[config.mk]
export PLATFORM = sky130hd
export DESIGN_NAME = mem_arbiter_flat
export DESIGN_NICKNAME = d
export VERILOG_FILES = /design/src/rtl/mem_arb_pkg.sv /design/src/rtl/mem_arbiter_if.sv /design/src/rtl/mem_arb_pick.sv /design/src/rtl/mem_arbiter.sv /design/src/flat_wrapper.sv
export SDC_FILE = /design/constraint.sdc
export NUM_CORES = 1
export LEC_CHECK = 0
export BUFFER_PORTS_ARGS = -buffer_cell sky130_fd_sc_hd__buf_4
export CORE_ASPECT_RATIO = 1.1
export CORE_MARGIN = 10
export CORE_UTILIZATION = 45
export DETAILED_ROUTE_END_ITERATION = 8
export PLACE_DENSITY = 0.84
export SETUP_SLACK_MARGIN = 0.15
export SLEW_MARGIN = 10
export SYNTH_ARGS = -nofsm -noshare
export SYNTH_HDL_FRONTEND = slang
export SYNTH_HIERARCHICAL = 1
export SYNTH_SLANG_ARGS = --single-unit
export TNS_END_PERCENT = 10
[constraint.sdc]
create_clock -name clk -period 2.31 [get_ports clk]
set_clock_uncertainty 0.1 [all_clocks]
set_input_delay 0.462 -clock clk [delete_from_list [all_inputs] [get_ports clk]]
set_output_delay 0.462 -clock clk [all_outputs]
set_load 0.02 [all_outputs]
[src/rtl/mem_arb_pkg.sv]
// mem_arb_pkg: shared types for the two-requester memory arbiter.
//   state_e    : FSM encoding (IDLE, ISSUE, WAIT, DONE)
//   port_id_e  : requester identity (PORT_INS = 0, PORT_OTH = 1)
//   op_e       : latched operation (OP_RD, OP_WR)
//   CNT_W      : width of the read-latency down-counter (RD_LAT is 1..15)
package mem_arb_pkg;

  typedef enum logic [1:0] {
    IDLE  = 2'd0,
    ISSUE = 2'd1,
    WAIT  = 2'd2,
    DONE  = 2'd3
  } state_e;

  typedef enum logic {
    PORT_INS = 1'b0,
    PORT_OTH = 1'b1
  } port_id_e;

  typedef enum logic {
    OP_RD = 1'b0,
    OP_WR = 1'b1
  } op_e;

  localparam int CNT_W = 4;

endpackage

[src/rtl/mem_arbiter_if.sv]
// mem_arbiter_if: bundles the two requester ports and the memory-controller
// port of mem_arbiter.
//   ins side : i_ins_ren, i_ins_wen, i_ins_addr, i_ins_wdata -> o_ins_rdata, o_ins_ack
//   oth side : i_oth_ren, i_oth_wen, i_oth_addr, i_oth_wdata -> o_oth_rdata, o_oth_ack
//   memory   : o_mem_ren, o_mem_wen, o_mem_addr, o_mem_wdata <- i_mem_rdata
//   status   : o_busy
// Modport slave is the arbiter's view; modport master is the environment's
// view (requesters plus memory model).
interface mem_arbiter_if #(
  parameter int DATA_WIDTH = 32
);

  logic                  i_ins_ren;
  logic                  i_ins_wen;
  logic [DATA_WIDTH-1:0] i_ins_addr;
  logic [DATA_WIDTH-1:0] i_ins_wdata;
  logic [DATA_WIDTH-1:0] o_ins_rdata;
  logic                  o_ins_ack;

  logic                  i_oth_ren;
  logic                  i_oth_wen;
  logic [DATA_WIDTH-1:0] i_oth_addr;
  logic [DATA_WIDTH-1:0] i_oth_wdata;
  logic [DATA_WIDTH-1:0] o_oth_rdata;
  logic                  o_oth_ack;

  logic                  o_mem_ren;
  logic                  o_mem_wen;
  logic [DATA_WIDTH-1:0] o_mem_addr;
  logic [DATA_WIDTH-1:0] o_mem_wdata;
  logic [DATA_WIDTH-1:0] i_mem_rdata;

  logic                  o_busy;

  modport slave (
    input  i_ins_ren, i_ins_wen, i_ins_addr, i_ins_wdata,
    output o_ins_rdata, o_ins_ack,
    input  i_oth_ren, i_oth_wen, i_oth_addr, i_oth_wdata,
    output o_oth_rdata, o_oth_ack,
    output o_mem_ren, o_mem_wen, o_mem_addr, o_mem_wdata,
    input  i_mem_rdata,
    output o_busy
  );

  modport master (
    output i_ins_ren, i_ins_wen, i_ins_addr, i_ins_wdata,
    input  o_ins_rdata, o_ins_ack,
    output i_oth_ren, i_oth_wen, i_oth_addr, i_oth_wdata,
    input  o_oth_rdata, o_oth_ack,
    input  o_mem_ren, o_mem_wen, o_mem_addr, o_mem_wdata,
    output i_mem_rdata,
    input  o_busy
  );

endinterface

[src/rtl/mem_arb_pick.sv]
// mem_arb_pick: combinational winner select for mem_arbiter.
// Ports:
//   reqIns_i, reqOth_i : port is requesting (ren | wen)
//   ptr_i              : round-robin pointer, port with next priority   (MEM_ARB_RR_EN only)
//   ptrNext_o          : pointer value to load when a grant is taken     (MEM_ARB_RR_EN only)
//   valid_o            : at least one port is requesting
//   winner_o           : granted port
// Macro MEM_ARB_RR_EN: defined selects round-robin on contention; undefined
// selects fixed priority with ins always winning (no pointer exists).
module mem_arb_pick
  import mem_arb_pkg::*;
(
`ifdef MEM_ARB_RR_EN
  input  port_id_e ptr_i,
  output port_id_e ptrNext_o,
`endif
  input  logic     reqIns_i,
  input  logic     reqOth_i,
  output logic     valid_o,
  output port_id_e winner_o
);

  // Winner select: a lone requester always wins; on contention either the
  // pointer decides (round-robin) or ins wins (fixed priority).
  always_comb begin
    valid_o  = reqIns_i | reqOth_i;
    winner_o = PORT_INS;
`ifdef MEM_ARB_RR_EN
    if (reqIns_i && reqOth_i) begin
      winner_o = ptr_i;
    end else if (reqOth_i) begin
      winner_o = PORT_OTH;
    end
    // After each grant the loser gets next priority.
    ptrNext_o = (winner_o == PORT_INS) ? PORT_OTH : PORT_INS;
`else
    if (reqOth_i && !reqIns_i) begin
      winner_o = PORT_OTH;
    end
`endif
  end

endmodule

[src/rtl/mem_arbiter.sv]
// mem_arbiter: shares one mem_controller port between the instruction path
// (ins) and the other-data path (oth), one transaction at a time.
// Ports:
//   clk, rst : clock and synchronous active-high reset
//   bus      : mem_arbiter_if.slave carrying both requester ports, the
//              memory port and o_busy
// Parameters:
//   DATA_WIDTH : address/data width
//   RD_LAT     : cycles from the o_mem_ren cycle to valid i_mem_rdata (1..15)
// Macro MEM_ARB_RR_EN: defined builds the round-robin pointer; undefined
// gives fixed ins-first priority.
// Timing with the request seen in IDLE at cycle T: write -> o_mem_wen at T+1,
// ack at T+2; read -> o_mem_ren at T+1, ack and rdata at T+2+RD_LAT.
module mem_arbiter
  import mem_arb_pkg::*;
#(
  parameter int DATA_WIDTH = 32,
  parameter int RD_LAT     = 1
) (
  input logic          clk,
  input logic          rst,
  mem_arbiter_if.slave bus
);

  state_e                state_q;
  port_id_e              win_q;
  op_e                   op_q;
  logic [CNT_W-1:0]      waitCnt_q;
  logic                  memRen_q;
  logic                  memWen_q;
  logic [DATA_WIDTH-1:0] memAddr_q;
  logic [DATA_WIDTH-1:0] memWdata_q;
  logic [DATA_WIDTH-1:0] insRdata_q;
  logic [DATA_WIDTH-1:0] othRdata_q;
  logic                  insAck_q;
  logic                  othAck_q;
  logic                  busy_q;

  logic                  pickValid;
  port_id_e              pickWinner;
  logic                  selWen;
  logic [DATA_WIDTH-1:0] selAddr;
  logic [DATA_WIDTH-1:0] selWdata;

`ifdef MEM_ARB_RR_EN
  port_id_e              rrPtr_q;
  port_id_e              rrPtr_d;
`endif

  mem_arb_pick u_pick (
`ifdef MEM_ARB_RR_EN
    .ptr_i     (rrPtr_q),
    .ptrNext_o (rrPtr_d),
`endif
    .reqIns_i  (bus.i_ins_ren | bus.i_ins_wen),
    .reqOth_i  (bus.i_oth_ren | bus.i_oth_wen),
    .valid_o   (pickValid),
    .winner_o  (pickWinner)
  );

  // Route the winning port's request fields toward the latch registers.
  // wen takes precedence, so ren+wen together is handled as a write.
  always_comb begin
    selWen   = bus.i_ins_wen;
    selAddr  = bus.i_ins_addr;
    selWdata = bus.i_ins_wdata;
    if (pickWinner == PORT_OTH) begin
      selWen   = bus.i_oth_wen;
      selAddr  = bus.i_oth_addr;
      selWdata = bus.i_oth_wdata;
    end
  end

  // Transaction FSM. Every output is a register: the memory enables are set
  // on the IDLE->ISSUE edge so they are visible during ISSUE, and the ack is
  // set on the edge entering DONE. Enables and acks default low each cycle
  // so they are single-cycle pulses. Reset aborts any transaction silently.
  always_ff @(posedge clk) begin
    if (rst) begin
      state_q    <= IDLE;
      win_q      <= PORT_INS;
      op_q       <= OP_RD;
      waitCnt_q  <= '0;
      memRen_q   <= 1'b0;
      memWen_q   <= 1'b0;
      memAddr_q  <= '0;
      memWdata_q <= '0;
      insRdata_q <= '0;
      othRdata_q <= '0;
      insAck_q   <= 1'b0;
      othAck_q   <= 1'b0;
      busy_q     <= 1'b0;
`ifdef MEM_ARB_RR_EN
      rrPtr_q    <= PORT_INS;
`endif
    end else begin
      memRen_q <= 1'b0;
      memWen_q <= 1'b0;
      insAck_q <= 1'b0;
      othAck_q <= 1'b0;
      case (state_q)
        IDLE: begin
          if (pickValid) begin
            win_q      <= pickWinner;
            op_q       <= selWen ? OP_WR : OP_RD;
            memWen_q   <= selWen;
            memRen_q   <= ~selWen;
            memAddr_q  <= selAddr;
            memWdata_q <= selWdata;
            busy_q     <= 1'b1;
            state_q    <= ISSUE;
`ifdef MEM_ARB_RR_EN
            rrPtr_q    <= rrPtr_d;
`endif
          end
        end
        ISSUE: begin
          if (op_q == OP_WR) begin
            insAck_q <= (win_q == PORT_INS);
            othAck_q <= (win_q == PORT_OTH);
            state_q  <= DONE;
          end else begin
            waitCnt_q <= CNT_W'(RD_LAT - 1);
            state_q   <= WAIT;
          end
        end
        WAIT: begin
          // Last WAIT cycle is exactly RD_LAT cycles after the ren cycle.
          if (waitCnt_q == '0) begin
            if (win_q == PORT_INS) begin
              insRdata_q <= bus.i_mem_rdata;
              insAck_q   <= 1'b1;
            end else begin
              othRdata_q <= bus.i_mem_rdata;
              othAck_q   <= 1'b1;
            end
            state_q <= DONE;
          end else begin
            waitCnt_q <= waitCnt_q - 1'b1;
          end
        end
        DONE: begin
          busy_q  <= 1'b0;
          state_q <= IDLE;
        end
        default: begin
          state_q <= IDLE;
        end
      endcase
    end
  end

  assign bus.o_mem_ren   = memRen_q;
  assign bus.o_mem_wen   = memWen_q;
  assign bus.o_mem_addr  = memAddr_q;
  assign bus.o_mem_wdata = memWdata_q;
  assign bus.o_ins_rdata = insRdata_q;
  assign bus.o_oth_rdata = othRdata_q;
  assign bus.o_ins_ack   = insAck_q;
  assign bus.o_oth_ack   = othAck_q;
  assign bus.o_busy      = busy_q;

endmodule

[src/flat_wrapper.sv]
// flat-port wrapper written by rule: the top's interface ports become plain ports
module mem_arbiter_flat import mem_arb_pkg::*;
#(
  parameter int DATA_WIDTH = 32,
  parameter int RD_LAT     = 1
)
  (clk, rst, bus_i_ins_ren, bus_i_ins_wen, bus_i_ins_addr, bus_i_ins_wdata, bus_o_ins_rdata, bus_o_ins_ack, bus_i_oth_ren, bus_i_oth_wen, bus_i_oth_addr, bus_i_oth_wdata, bus_o_oth_rdata, bus_o_oth_ack, bus_o_mem_ren, bus_o_mem_wen, bus_o_mem_addr, bus_o_mem_wdata, bus_i_mem_rdata, bus_o_busy);
  mem_arbiter_if #(.DATA_WIDTH(DATA_WIDTH)) bus_i ();
  input logic clk;
  input logic rst;
  input wire logic [$bits(bus_i.i_ins_ren)-1:0] bus_i_ins_ren;
  input wire logic [$bits(bus_i.i_ins_wen)-1:0] bus_i_ins_wen;
  input wire logic [$bits(bus_i.i_ins_addr)-1:0] bus_i_ins_addr;
  input wire logic [$bits(bus_i.i_ins_wdata)-1:0] bus_i_ins_wdata;
  output wire logic [$bits(bus_i.o_ins_rdata)-1:0] bus_o_ins_rdata;
  output wire logic [$bits(bus_i.o_ins_ack)-1:0] bus_o_ins_ack;
  input wire logic [$bits(bus_i.i_oth_ren)-1:0] bus_i_oth_ren;
  input wire logic [$bits(bus_i.i_oth_wen)-1:0] bus_i_oth_wen;
  input wire logic [$bits(bus_i.i_oth_addr)-1:0] bus_i_oth_addr;
  input wire logic [$bits(bus_i.i_oth_wdata)-1:0] bus_i_oth_wdata;
  output wire logic [$bits(bus_i.o_oth_rdata)-1:0] bus_o_oth_rdata;
  output wire logic [$bits(bus_i.o_oth_ack)-1:0] bus_o_oth_ack;
  output wire logic [$bits(bus_i.o_mem_ren)-1:0] bus_o_mem_ren;
  output wire logic [$bits(bus_i.o_mem_wen)-1:0] bus_o_mem_wen;
  output wire logic [$bits(bus_i.o_mem_addr)-1:0] bus_o_mem_addr;
  output wire logic [$bits(bus_i.o_mem_wdata)-1:0] bus_o_mem_wdata;
  input wire logic [$bits(bus_i.i_mem_rdata)-1:0] bus_i_mem_rdata;
  output wire logic [$bits(bus_i.o_busy)-1:0] bus_o_busy;
  assign bus_i.i_ins_ren = bus_i_ins_ren;
  assign bus_i.i_ins_wen = bus_i_ins_wen;
  assign bus_i.i_ins_addr = bus_i_ins_addr;
  assign bus_i.i_ins_wdata = bus_i_ins_wdata;
  assign bus_o_ins_rdata = bus_i.o_ins_rdata;
  assign bus_o_ins_ack = bus_i.o_ins_ack;
  assign bus_i.i_oth_ren = bus_i_oth_ren;
  assign bus_i.i_oth_wen = bus_i_oth_wen;
  assign bus_i.i_oth_addr = bus_i_oth_addr;
  assign bus_i.i_oth_wdata = bus_i_oth_wdata;
  assign bus_o_oth_rdata = bus_i.o_oth_rdata;
  assign bus_o_oth_ack = bus_i.o_oth_ack;
  assign bus_o_mem_ren = bus_i.o_mem_ren;
  assign bus_o_mem_wen = bus_i.o_mem_wen;
  assign bus_o_mem_addr = bus_i.o_mem_addr;
  assign bus_o_mem_wdata = bus_i.o_mem_wdata;
  assign bus_i.i_mem_rdata = bus_i_mem_rdata;
  assign bus_o_busy = bus_i.o_busy;
  mem_arbiter #(.DATA_WIDTH(DATA_WIDTH), .RD_LAT(RD_LAT)) u_core (.clk(clk), .rst(rst), .bus(bus_i));
endmodule
==> metrics.md <==
| Metric | Value |
|---|---|
| CTS tree | yes |
| Max Slew Vio Count | 0 |
| F_max | between 0.5 and 0.6 GHz |
| CTS Buf Count | 17 |
| Post-synthesis cell count | 640 |
| FF-to-FF Start | u_core/state_q[0]$_SDFFE_PP0P_ |
| Tmin final | between 1500 and 2000 ps |
| Power Density | 1200 nW/um^2 |
| Placer Congestion | 0.835 |
| Initial Util | 45.9% |
| Total of max-cap violations | 0 |
| Via count | 5,502 |
| Status | completed |
| Worst-path clk slew | around 60 ps |
| Final hold violations | 0 |
| Final count of negative-setup-slack endpoints | 0 |
| WS Path Type | flop to flop |
| CP required | between 2000 and 3000 ps |
| Synth cell types | 35 |
| P&R area growth vs syn | 51.2% |
| Rel. slew slack | 74.3% |
| # fillers | 999 |
| Max H-tree Level | 4 |
| Sequential share of the synthesized area | 48.7% |
| Wirelength, routed | 19,100 um |
| Die H | 139 um |
| Final setup TNS | 0 ps |
| Number of global-route vias before repair | 5,647 |
| Initial antenna violation count | 0 |
| Die area | 17,800 sq um |
| Dominant cells by area after synthesis | dfxtp_1 (49%), mux2i_1 (11%), nand2_1 (8.7%) |
| Critical path startpoint | u_core/state_q[0]$_SDFFE_PP0P_ |
| Flops & latches, synth | about 140 |
| Leakage | 3.79 nW |
| Row count | between 40 and 50 |
| Fin nets | ~1,100 |
| Number of post-CTS setup repair buffers | 0 |
| Clock Sinks | approximately 140 |
| Mapped Area | approximately 5800 sq um |
| Worst vdd ir | 0.817 mV |
| Vias per cell | around 5 |
| Place WS | a little over 200 ps |
| Largest net degree at the start of global routing | 58 |
| Slew at the pin closest to its max-slew limit | 381 ps |
| Crit. End Element | flop |
| HP Start | bus_i_mem_rdata[28] |
| Cell accounting for the most synthesized area | dfxtp_1 |
| Diodes inserted | 0 |
| Synth top area share | 48.7% |
| Core ar. | 12,600 sq um |
| Worst EP arrival | 2130 ps |
| Post-route ant nets | 0 |
| Clock root cell | clkbuf_16 |
| Footprint of the multi-input gates | about 2700 sq um |
| HPWL after DPL | 14,900 um |
| Most frequent cells in the layout | buf_4 (300), dfxtp_1 (141), nand2_1 (135), nor2_1 (68), a211oi_1 (67) |
| GRT Residual Overflow | 0 |
| Syn Area/Cell | between 9 and 10 sq um |
| Die W | 128 um |
| Clock buffer depth | 2 |
| Max FO, Critical Path | 32 |
| Warnings, synthesis | 6 |
| Final Cycle Share | between 80% and 90% |
| Resize count post-CTS | 0 |
| Sequential cell area | 2820 sq um |
| Most common cell after layout, fill and taps aside | buf_4 |
| Layout cells sized above 1 | around two fifths |
| WL/cell | 17.5 um |
| # DRC | 0 |
| Synth Net Count | 812 |
| Clk Latency, worst-skew pair | 400 ps |
| Hold_buf cts | 0 |
| First-pass GRT wire length | between 20,000 and 30,000 um |
| RSZ-0062 raised after global routing | no |
| DR pass1 iterations | 4 |
| Port buffer count | 298 |
| Total GRT Usage | 20.4% |
| DRT iter0 DRCs | 330 |
| Hold crit path type | input pin to flop |
| PnR worst setup slack | 416 ps |
| Worst setup SP type | flop |
| I/O pin cnt | 299 |
[cells by family after synthesis]
kind of cell	synth area share, %
AO/OA/AOI/OAI	17.4
adder cells (fa/ha/maj)	1.29
buffers and inverters	5.09
flip-flops	48.7
multiplexers	11.4
AND/OR/NAND/NOR	16.1
[worst paths after layout]
check | to | slack (ps) | depth (start not counted)
worst min-delay path | u_core/bus.o_oth_rdata[28]$_SDFFE_PP0P_ | 210 | 3
worst max register to register | u_core/bus.o_oth_rdata[15]$_SDFFE_PP0P_ | 420 | 7
worst max-delay path | u_core/bus.o_oth_rdata[15]$_SDFFE_PP0P_ | 420 | 7
worst min register to register | u_core/bus.o_oth_rdata[15]$_SDFFE_PP0P_ | 350 | 2
[cells in the mapped netlist]
cell         n
dfxtp_1    141
nand2_1    135
nor2_1      68
a211oi_1    67
mux2i_1     66
a21oi_1     39
a21oi_2     31
clkbuf_1    29
buf_2        8
buf_4        6
buf_6        6
ha_1         6
inv_1        6
o21ai_0      4
buf_1        3
and2_1       2
and4b_1      2
nand2b_1     2
nor2b_1      2
or2_2        2
a31oi_1      1
and2b_1      1
and4bb_1     1
nand4_1      1
nor3_1       1
nor3_4       1
nor3b_1      1
nor4_1       1
nor4b_1      1
nor4bb_1     1
o2bb2ai_1    1
o31ai_1      1
or2_1        1
or3_1        1
or3b_4       1
[registers in the layout, indices dropped and copies added (netlist names)]
register	flops
u_core/bus.o_busy	1
u_core/bus.o_ins_ack	1
u_core/bus.o_ins_rdata	32
u_core/bus.o_mem_addr	32
u_core/bus.o_mem_ren	1
u_core/bus.o_mem_wdata	32
u_core/bus.o_mem_wen	1
u_core/bus.o_oth_ack	1
u_core/bus.o_oth_rdata	32
u_core/op_q	1
u_core/state_q	2
u_core/waitCnt_q	4
u_core/win_q	1
[routing by layer]
metal,track usage (%),up-vias,wire length [um]
li1,-,2759,-
met5,0,-,0
met4,7.24,0,416
met3,8.60,22,1710
met1,22.8,2498,7640
met2,33.6,223,9280
[power breakdown]
group	internal, mW	leakage (nW)	switching [mW]
registers	3.10	1.16	0.371
logic	1.81	2.35	2.57
clock network	1.62	0.283	1.04
total	6.53	3.79	3.98
[through the flow]
stage	cell area (sq um)	hold WS (ps)	total power [mW]	utilization (%)	std cells
floorplan	5800	354	6.04	-	640
global placement	8190	343	7.82	64.8	1055
detailed placement	8190	348	7.93	64.8	1055
CTS	8770	195	10.6	69.4	1086
global route	8770	198	11.1	69.4	1086
finish	8770	213	10.5	69.4	1086
[worst max-delay path, stage by stage (launching register included)]
cell	delay, ps
dfxtp_1	340
inv_1	130
ha_1	320
and4bb_1	320
and2_1	190
buf_12	200
nand2_1	100
a21oi_1	110
[layout make-up]
class	count	area share, %
clock buffer	18	5.01
tap	157	2.24
inverter	6	0.257
multi-input combinational	441	30.7
clock inverter	13	1.63
sequential	141	32.2
timing repair buffer	310	28.0
No activity file was read; power rests on OpenSTA's default activity.
